$ cat config.mk
export PLATFORM = sky130hd
export DESIGN_NAME = hf_ahb_interconnect_flat
export DESIGN_NICKNAME = d
export VERILOG_FILES = /design/src/rtl/hf_ahb_pkg.sv /design/src/rtl/hf_ahb_interconnect_if.sv /design/src/rtl/hf_ahb_default_slave.sv /design/src/rtl/hf_ahb_interconnect.sv /design/src/flat_wrapper.sv
export SDC_FILE = /design/constraint.sdc
export NUM_CORES = 1
export LEC_CHECK = 0
export ABC_AREA = 1
export CORE_MARGIN = 2
export CORE_UTILIZATION = 42
export DETAILED_ROUTE_END_ITERATION = 8
export PLACE_DENSITY = 0.87
export RECOVER_POWER = 50
export SYNTH_ARGS = -nofsm -noshare
export SYNTH_HDL_FRONTEND = slang
export SYNTH_SLANG_ARGS = --single-unit
$ cat constraint.sdc
create_clock -name HCLK -period 4.9 [get_ports HCLK]
set_input_delay 0.49 -clock HCLK [delete_from_list [all_inputs] [get_ports HCLK]]
set_output_delay 0.49 -clock HCLK [all_outputs]
set_load 0.005 [all_outputs]
$ cat src/rtl/hf_ahb_pkg.sv
// Shared AHB-Lite encodings, default SoC map and default-slave state type
// for the hf_ahb interconnect.
package hf_ahb_pkg;

  typedef enum logic [1:0] {
    HTRANS_IDLE   = 2'b00,
    HTRANS_BUSY   = 2'b01,
    HTRANS_NONSEQ = 2'b10,
    HTRANS_SEQ    = 2'b11
  } htrans_t;

  localparam logic HRESP_OKAY  = 1'b0;
  localparam logic HRESP_ERROR = 1'b1;

  localparam logic [31:0] SRAM_BASE   = 32'h0000_0000;
  localparam logic [31:0] GPIO_BASE   = 32'h5000_0000;
  localparam logic [31:0] MMA_BASE    = 32'h5100_0000;
  localparam logic [31:0] PERIPH_BASE = 32'h5200_0000;
  localparam logic [31:0] REGION_MASK = 32'hFF00_0000;

  typedef enum logic [1:0] {
    DS_IDLE,
    DS_ERR1,
    DS_ERR2
  } ds_state_t;

  function automatic logic htrans_active(htrans_t t);
    return t[1];
  endfunction

endpackage

$ cat src/rtl/hf_ahb_interconnect_if.sv
// AHB-Lite bus bundle between the master, the interconnect and N slaves.
interface hf_ahb_interconnect_if
  import hf_ahb_pkg::*;
#(
  parameter int unsigned W          = 32,
  parameter int unsigned NUM_SLAVES = 4
);
  logic [W-1:0]            HADDR;
  htrans_t                 HTRANS;
  logic                    HWRITE;
  logic                    HREADY;
  logic                    HRESP;
  logic [W-1:0]            HRDATA;
  logic [NUM_SLAVES-1:0]   HSEL_S;
  logic [NUM_SLAVES-1:0]   HREADYOUT_S;
  logic [NUM_SLAVES-1:0]   HRESP_S;
  logic [NUM_SLAVES*W-1:0] HRDATA_S;

  modport slave (
    input  HADDR, HTRANS, HWRITE, HREADYOUT_S, HRESP_S, HRDATA_S,
    output HREADY, HRESP, HRDATA, HSEL_S
  );

  modport master (
    output HADDR, HTRANS, HWRITE, HREADYOUT_S, HRESP_S, HRDATA_S,
    input  HREADY, HRESP, HRDATA, HSEL_S
  );
endinterface

$ cat src/rtl/hf_ahb_default_slave.sv
// Default slave: OKAY for idle/busy, two-cycle ERROR for active transfers
// to unmapped addresses.
module hf_ahb_default_slave
  import hf_ahb_pkg::*;
(
  input  logic    HCLK,
  input  logic    HRESET,
  input  logic    hready,
  input  logic    sel,
  input  htrans_t htrans,
  output logic    hreadyout,
  output logic    hresp
);

  ds_state_t state, state_nxt;
  logic      start;

  assign start = hready & sel & htrans_active(htrans);

  always_ff @(posedge HCLK or posedge HRESET) begin
    if (HRESET) state <= DS_IDLE;
    else        state <= state_nxt;
  end

  always_comb begin
    state_nxt = state;
    hreadyout = 1'b1;
    hresp     = HRESP_OKAY;
    case (state)
      DS_IDLE: if (start) state_nxt = DS_ERR1;
      DS_ERR1: begin
        hreadyout = 1'b0;
        hresp     = HRESP_ERROR;
        state_nxt = DS_ERR2;
      end
      DS_ERR2: begin
        hresp     = HRESP_ERROR;
        state_nxt = start ? DS_ERR1 : DS_IDLE;
      end
      default: state_nxt = DS_IDLE;
    endcase
  end

endmodule

$ cat src/rtl/hf_ahb_interconnect.sv
// Single-master AHB-Lite interconnect: priority address decoder, data-phase
// response mux, built-in default slave and sticky bus-error capture.
module hf_ahb_interconnect
  import hf_ahb_pkg::*;
#(
  parameter int unsigned W                       = 32,
  parameter int unsigned NUM_SLAVES              = 4,
  parameter logic [NUM_SLAVES*W-1:0] SLAVE_BASE  = {PERIPH_BASE, MMA_BASE, GPIO_BASE, SRAM_BASE},
  parameter logic [NUM_SLAVES*W-1:0] SLAVE_MASK  = {NUM_SLAVES{REGION_MASK}}
) (
  input  logic                 HCLK,
  input  logic                 HRESET,
  hf_ahb_interconnect_if.slave bus,
  input  logic                 err_clr,
  output logic                 err_valid,
  output logic [W-1:0]         err_addr,
  output logic [5:0]           err_info,
  output logic                 err_irq
);

  logic [NUM_SLAVES-1:0] hit, sel, dsel;
  logic [3:0]            sel_idx, a_idx;
  logic                  sel_none, def_sel, found;
  logic [W-1:0]          a_addr;
  logic                  a_write;
  logic                  ds_ready, ds_resp;
  logic                  err_hit;

  for (genvar g = 0; g < NUM_SLAVES; g++) begin : g_hit
    assign hit[g] = (bus.HADDR & SLAVE_MASK[g*W +: W]) == SLAVE_BASE[g*W +: W];
  end

  // Lowest index wins on overlapping regions.
  always_comb begin
    sel     = '0;
    sel_idx = '0;
    found   = 1'b0;
    for (int unsigned i = 0; i < NUM_SLAVES; i++) begin
      if (hit[i] && !found) begin
        sel[i]  = 1'b1;
        sel_idx = 4'(i);
        found   = 1'b1;
      end
    end
  end

  assign sel_none   = ~found;
  assign bus.HSEL_S = sel;

  // Address-phase attributes follow the select register so the error log
  // describes the transfer whose data phase reports the error.
  always_ff @(posedge HCLK or posedge HRESET) begin
    if (HRESET) begin
      dsel    <= '0;
      def_sel <= 1'b1;
      a_addr  <= '0;
      a_write <= 1'b0;
      a_idx   <= '0;
    end else if (bus.HREADY) begin
      dsel    <= sel;
      def_sel <= sel_none;
      a_addr  <= bus.HADDR;
      a_write <= bus.HWRITE;
      a_idx   <= sel_idx;
    end
  end

  hf_ahb_default_slave u_default_slave (
    .HCLK      (HCLK),
    .HRESET    (HRESET),
    .hready    (bus.HREADY),
    .sel       (sel_none),
    .htrans    (bus.HTRANS),
    .hreadyout (ds_ready),
    .hresp     (ds_resp)
  );

  always_comb begin
    bus.HREADY = 1'b0;
    bus.HRESP  = HRESP_OKAY;
    bus.HRDATA = '0;
    if (def_sel) begin
      bus.HREADY = ds_ready;
      bus.HRESP  = ds_resp;
    end else begin
      for (int unsigned i = 0; i < NUM_SLAVES; i++) begin
        if (dsel[i]) begin
          bus.HREADY = bus.HREADYOUT_S[i];
          bus.HRESP  = bus.HRESP_S[i];
          bus.HRDATA = bus.HRDATA_S[i*W +: W];
        end
      end
    end
  end

  // First cycle of a two-cycle ERROR response; a clear in the same cycle
  // re-arms capture so the new error is kept.
  assign err_hit = bus.HRESP & ~bus.HREADY;

  always_ff @(posedge HCLK or posedge HRESET) begin
    if (HRESET) begin
      err_valid <= 1'b0;
      err_addr  <= '0;
      err_info  <= '0;
    end else if (err_hit && (!err_valid || err_clr)) begin
      err_valid <= 1'b1;
      err_addr  <= a_addr;
      err_info  <= {a_write, def_sel, a_idx};
    end else if (err_clr) begin
      err_valid <= 1'b0;
      err_addr  <= '0;
      err_info  <= '0;
    end
  end

  assign err_irq = err_valid;

endmodule

$ cat src/flat_wrapper.sv
// flat-port wrapper written by rule: the top's interface ports become plain ports
module hf_ahb_interconnect_flat import hf_ahb_pkg::*;
#(
  parameter int unsigned W                       = 32,
  parameter int unsigned NUM_SLAVES              = 4,
  parameter logic [NUM_SLAVES*W-1:0] SLAVE_BASE  = {PERIPH_BASE, MMA_BASE, GPIO_BASE, SRAM_BASE},
  parameter logic [NUM_SLAVES*W-1:0] SLAVE_MASK  = {NUM_SLAVES{REGION_MASK}}
)
  (HCLK, HRESET, err_clr, err_valid, err_addr, err_info, err_irq, bus_HADDR, bus_HTRANS, bus_HWRITE, bus_HREADYOUT_S, bus_HRESP_S, bus_HRDATA_S, bus_HREADY, bus_HRESP, bus_HRDATA, bus_HSEL_S);
  hf_ahb_interconnect_if #(.W(W), .NUM_SLAVES(NUM_SLAVES)) bus_i ();
  input  logic HCLK;
  input  logic HRESET;
  input  logic err_clr;
  output logic err_valid;
  output logic [W-1:0] err_addr;
  output logic [5:0] err_info;
  output logic err_irq;
  input wire logic [$bits(bus_i.HADDR)-1:0] bus_HADDR;
  input wire logic [$bits(bus_i.HTRANS)-1:0] bus_HTRANS;
  input wire logic [$bits(bus_i.HWRITE)-1:0] bus_HWRITE;
  input wire logic [$bits(bus_i.HREADYOUT_S)-1:0] bus_HREADYOUT_S;
  input wire logic [$bits(bus_i.HRESP_S)-1:0] bus_HRESP_S;
  input wire logic [$bits(bus_i.HRDATA_S)-1:0] bus_HRDATA_S;
  output wire logic [$bits(bus_i.HREADY)-1:0] bus_HREADY;
  output wire logic [$bits(bus_i.HRESP)-1:0] bus_HRESP;
  output wire logic [$bits(bus_i.HRDATA)-1:0] bus_HRDATA;
  output wire logic [$bits(bus_i.HSEL_S)-1:0] bus_HSEL_S;
  assign bus_i.HADDR = bus_HADDR;
  assign bus_i.HTRANS = bus_HTRANS;
  assign bus_i.HWRITE = bus_HWRITE;
  assign bus_i.HREADYOUT_S = bus_HREADYOUT_S;
  assign bus_i.HRESP_S = bus_HRESP_S;
  assign bus_i.HRDATA_S = bus_HRDATA_S;
  assign bus_HREADY = bus_i.HREADY;
  assign bus_HRESP = bus_i.HRESP;
  assign bus_HRDATA = bus_i.HRDATA;
  assign bus_HSEL_S = bus_i.HSEL_S;
  hf_ahb_interconnect #(.W(W), .NUM_SLAVES(NUM_SLAVES), .SLAVE_BASE(SLAVE_BASE), .SLAVE_MASK(SLAVE_MASK)) u_core (.HCLK(HCLK), .HRESET(HRESET), .bus(bus_i), .err_clr(err_clr), .err_valid(err_valid), .err_addr(err_addr), .err_info(err_info), .err_irq(err_irq));
endmodule
# Word level (Yosys, flattened, before mapping)
# Cells that the tools add are included.
# word_totals
inputBits,174
ff_bits,83
# op_classes
mux,36
n_bitwise,5
n_eq_ne,6
n_reduce_logical,13
# op_table
op,count
2-to-1 mux 32 bit,7
zero test 32 bit,1
"equality test 8 x 7 -> 1 bit, second input constant",3
2-to-1 mux 1 bit,23
2-to-1 mux 6 bit,2
2-to-1 mux 4 bit,2
case mux 2 bit (3 select lines),1
logical AND 1 bit,4
zero test 1 bit,4
bitwise AND 1 bit,3
"equality test 2 x 1 -> 1 bit, second input constant",1
"equality test 2 bit, second input constant",1
zero test 2 bit,1
2-to-1 mux 2 bit,1
"!= test 2 bit, second input constant",1
NOT 1 bit,2
nonzero test 2 bit,1
OR reduction 2 bit,1
logical OR 1 bit,1

# Depth between registers and ports, before layout
# logic_depth
word_depth,16
mapped_depth,12
ltp_nobuf,11

# By module
# Synthesis repeated with hierarchy kept, for this count alone.
# hier_totals
hier_cells,617
area_unflattened_um2,4500.6
# by_module_without_submodules
module,n_inst,seq_area_each_um2,cells_per_inst,area_per_inst_um2
hf_ahb_interconnect,1,1928.1,595,4327.9
hf_ahb_default_slave,1,50.0,22,172.7

# Worst setup path before layout
# Ideal clock, no wire load.
# synth_path
kind,register to output
from,register u_core.dsel[1]
to,output bus_HRDATA[10]
path_stages_with_launch,8
setup_slack_ns,3.155
path_buffers,2
arrival_ns,1.255
path_cell_list,dfrtp_1 > buf_4 > inv_4 > clkbuf_1 > nor2_1 > o21ai_0 > o21ai_0 > a21oi_1
# synth_between
elab_chain_cells,4
# synth_rtl
item,line_no,source
from (decl),hf_ahb_interconnect.sv:21,"logic [NUM_SLAVES-1:0] hit, sel, dsel;"
from (signal assigned),hf_ahb_interconnect.sv:60,dsel <= sel;
2-to-1 mux 32 bit (3 in a row),hf_ahb_interconnect.sv:87,if (dsel[i]) begin
2-to-1 mux 32 bit,hf_ahb_interconnect.sv:82,if (def_sel) begin
to (decl),flat_wrapper.sv:26,output wire logic [$bits(bus_i.HRDATA)-1:0] bus_HRDATA;
# Every way passes these cells.

# Worst setup path in the final report
# layout_path
from,register u_core.def_sel
to,output bus_HRDATA[7]
# layout_between
elab_chain_cells,1
# layout_rtl
item,line_no,source
from (decl),hf_ahb_interconnect.sv:23,"logic sel_none, def_sel, found;"
from (signal assigned),hf_ahb_interconnect.sv:61,def_sel <= sel_none;
2-to-1 mux 32 bit,hf_ahb_interconnect.sv:82,
# Every way passes these cells.

==> impl_metrics.tcl <==
set metrics [dict create \
    synth_top_area_cell "dfrtp_1" \
    final_common_cell "clkdlybuf4s50_1" \
    clk_latency_ns 0.35 \
    cts_buffers 9 \
    ioPinCount 252 \
    min_path_type "reg2reg" \
    nets 1008 \
    r2r_start "u_core.def_sel$_DFFE_PP1P_" \
    root_buffer "clkbuf_8" \
    grt.overflow.total 0 \
    drv_slew 80 \
    drt_pre_antenna_iters 5 \
    ir_drop_uv 202 \
    synthTopCellsByArea "dfrtp_1 (43%), nand2_1 (13%), o21ai_0 (11%), a21oi_1 (7.3%), nand4_1 (5.4%)" \
    status "complete, but fails checks" \
    cts_resized 0 \
    reg2regPathDepth 6 \
    drc 0 \
    cts_max_level 3 \
    ys_ff_latch 79 \
    fp.dieH_um 108 \
    netlist_area_um2 4520 \
    cts_tree "built" \
    diodes 0 \
    place_area_um2 6940 \
    drtIter0Drc 518 \
    dr_total_vias 5393 \
    relSlewSlack -0.270 \
    path_clk_slew_ns 0.08 \
    numPortBuffers 248 \
    synth_top_area_share 0.432 \
    most-common-layout-cells "clkdlybuf4s50_1 (209), nand2_1 (161), o21ai_0 (103)" \
    grt_max_degree 80 \
    critPathCaptureType "output port" \
    violations "max-capacitance violations, max-slew violations" \
    min_path_cells 2 \
    power_density_nw_per_um2 391 \
    crit_required_ns 4.41 \
    p_seq_frac 0.386 \
    wl_um 16700 \
    post_cts_buffers 0 \
    path_max_fanout 34 \
    core_area_um2 10400 \
    start_kind "flop" \
    cp-endpoint "bus_HRDATA[7]" \
    wl_per_cell_um 17.2 \
    syn_avg_cell_area_um2 7.31 \
    p_comb_frac 0.441 \
    start_util 0.436 \
    share_clk_of_total_power 0.174 \
    startpoint "u_core.def_sel$_DFFE_PP1P_" \
    report.final.hold_viol_count 0 \
    finalSetupViolCount 0 \
    multi_input_area_um2 2200 \
    p_sw_mw 1.09 \
    track_usage 0.286 \
    tightest_slew_ns 1.91 \
    ant_nets 0 \
    netlist_instances 618 \
    crit_arrival_ns 2.52 \
    min_period_ns 3.01 \
    finalSetupTns_ns 0 \
    cts_buffer_depth 2 \
    r2r-end "u_core.err_info[4]$_DFFE_PP0P_" \
    synth.distinct_cells 21 \
    dpl.hpwl_um 12000 \
    row_count 37 \
    finalPower_mw 2.79 \
    leakage_nw 3.27 \
    layout-drive-gt1-share 0.0348 \
    regToRegSetupSlack_ns 1.97 \
    cap_violations 1 \
    dieArea_um2 11600 \
    die_w_um 108 \
    yosysWarningCount 0 \
    period_share 0.614 \
    swShare 0.390 \
    yosysSeqAreaShare 0.438 \
    fillers 839 \
    antenna_found_initial 0 \
    fin_worst_skew_ns 0.00655 \
    final_cell_area_um2 7140 \
    clock-sinks 79 \
    area_delta_synth_final_pct 58.0 \
    rsz0062_at_grt "false" \
    grt_pass1_vias 5317 \
    fmax_ghz 0.332 \
    power.internal_mw 1.70 \
    grt_pass1_wl_um 26300 \
    gp_congestion 0.884 \
    seqCellArea_um2 1980 \
    avgViaCountPerCell 5.57 \
    holdBufCountCts 0 \
    critical_path_class "reg2out" \
]
-- how the worst min path moves through the flow --
stage | startpoint | to | slack [ns]
after floorplan | u_core.a_addr[0]$_DFFE_PP0P_ | u_core.a_addr[0]$_DFFE_PP0P_ | 0.44
after global placement | u_core.a_addr[0]$_DFFE_PP0P_ | u_core.a_addr[0]$_DFFE_PP0P_ | 0.45
after detailed placement | u_core.a_addr[3]$_DFFE_PP0P_ | u_core.a_addr[3]$_DFFE_PP0P_ | 0.46
after CTS | u_core.a_addr[3]$_DFFE_PP0P_ | u_core.a_addr[3]$_DFFE_PP0P_ | 0.48
after global routing | u_core.a_addr[22]$_DFFE_PP0P_ | u_core.a_addr[22]$_DFFE_PP0P_ | 0.50
final | u_core.a_addr[3]$_DFFE_PP0P_ | u_core.a_addr[3]$_DFFE_PP0P_ | 0.48
-- synthesized netlist by cell type --
library cell / instances
nand3_4: 1
clkbuf_1: 29
ha_1: 5
nor2_1: 46
a21oi_1: 66
o21ai_0: 103
nor3_1: 2
inv_2: 2
buf_4: 11
conb_1: 1
a21oi_4: 1
nand2_1: 161
dfstp_2: 1
nand3_1: 44
nand4_1: 39
buf_1: 3
buf_6: 3
buf_2: 11
inv_1: 10
dfrtp_1: 78
inv_4: 1
-- cell type report --
class | instances | area share
clock inverters | 3 | 0.00596
flip-flops and latches | 79 | 0.277
repair buffers | 256 | 0.356
inverters | 13 | 0.00736
clock buffers | 12 | 0.0217
multi-input cells | 470 | 0.308
well taps | 136 | 0.0238
-- worst max-delay path: stages (launching register included) --
cell and delay, ns:
dfstp_2 0.40, inv_1 0.70, o21ai_0 0.19, a21oi_1 0.31
clkdlybuf4s50_1 0.56
-- cells by family (layout without fill, tap and decap cells) --
family          Yosys count  count (layout)  share of synthesized area
compound gates          170             170                      0.191
flops                    79              79                      0.438
simple gates            293             293                      0.281
other cells               1               2                   0.000830
fa+ha+maj                 5               5                     0.0138
buf+inv                  70             284                     0.0759
-- power groups by stage --
stage | logic [mW] | clock network, mW | registers [mW]
after CTS | 1.28 | 0.488 | 1.08
after floorplan | 0.743 | 0 | 1.06
after global routing | 1.38 | 0.523 | 1.10
after detailed placement | 1.27 | 0 | 1.09
final | 1.23 | 0.485 | 1.08
after global placement | 1.22 | 0 | 1.07
-- metrics by stage --
step                      hold WS (ns)  setup WS, ns   util  cells
after floorplan                  0.442          2.39      -    619
after global placement           0.454          2.11  0.670    954
after detailed placement         0.458          2.00  0.670    954
after CTS                        0.478          1.84  0.689    969
after global routing             0.501          1.69  0.688    969
final                            0.477          1.89  0.688    969
-- metal layers --
layer | vias to the layer above | part of all wire | global-route usage
li1 | 2514 | - | -
met1 | 2552 | 0.38 | 0.346
met2 | 274 | 0.51 | 0.500
met3 | 53 | 0.075 | 0.0557
met4 | 0 | 0.034 | 0.112
met5 | - | 0 | 0
-- registers in the layout, indices dropped and copies added (netlist names) --
register	count
u_core.a_idx	2
u_core.def_sel	1
u_core.err_addr	32
u_core.a_write	1
u_core.u_default_slave.state	2
u_core.err_irq	1
u_core.dsel	4
u_core.a_addr	32
u_core.err_info	4
Note: power is estimated with default switching activity, not from simulation.
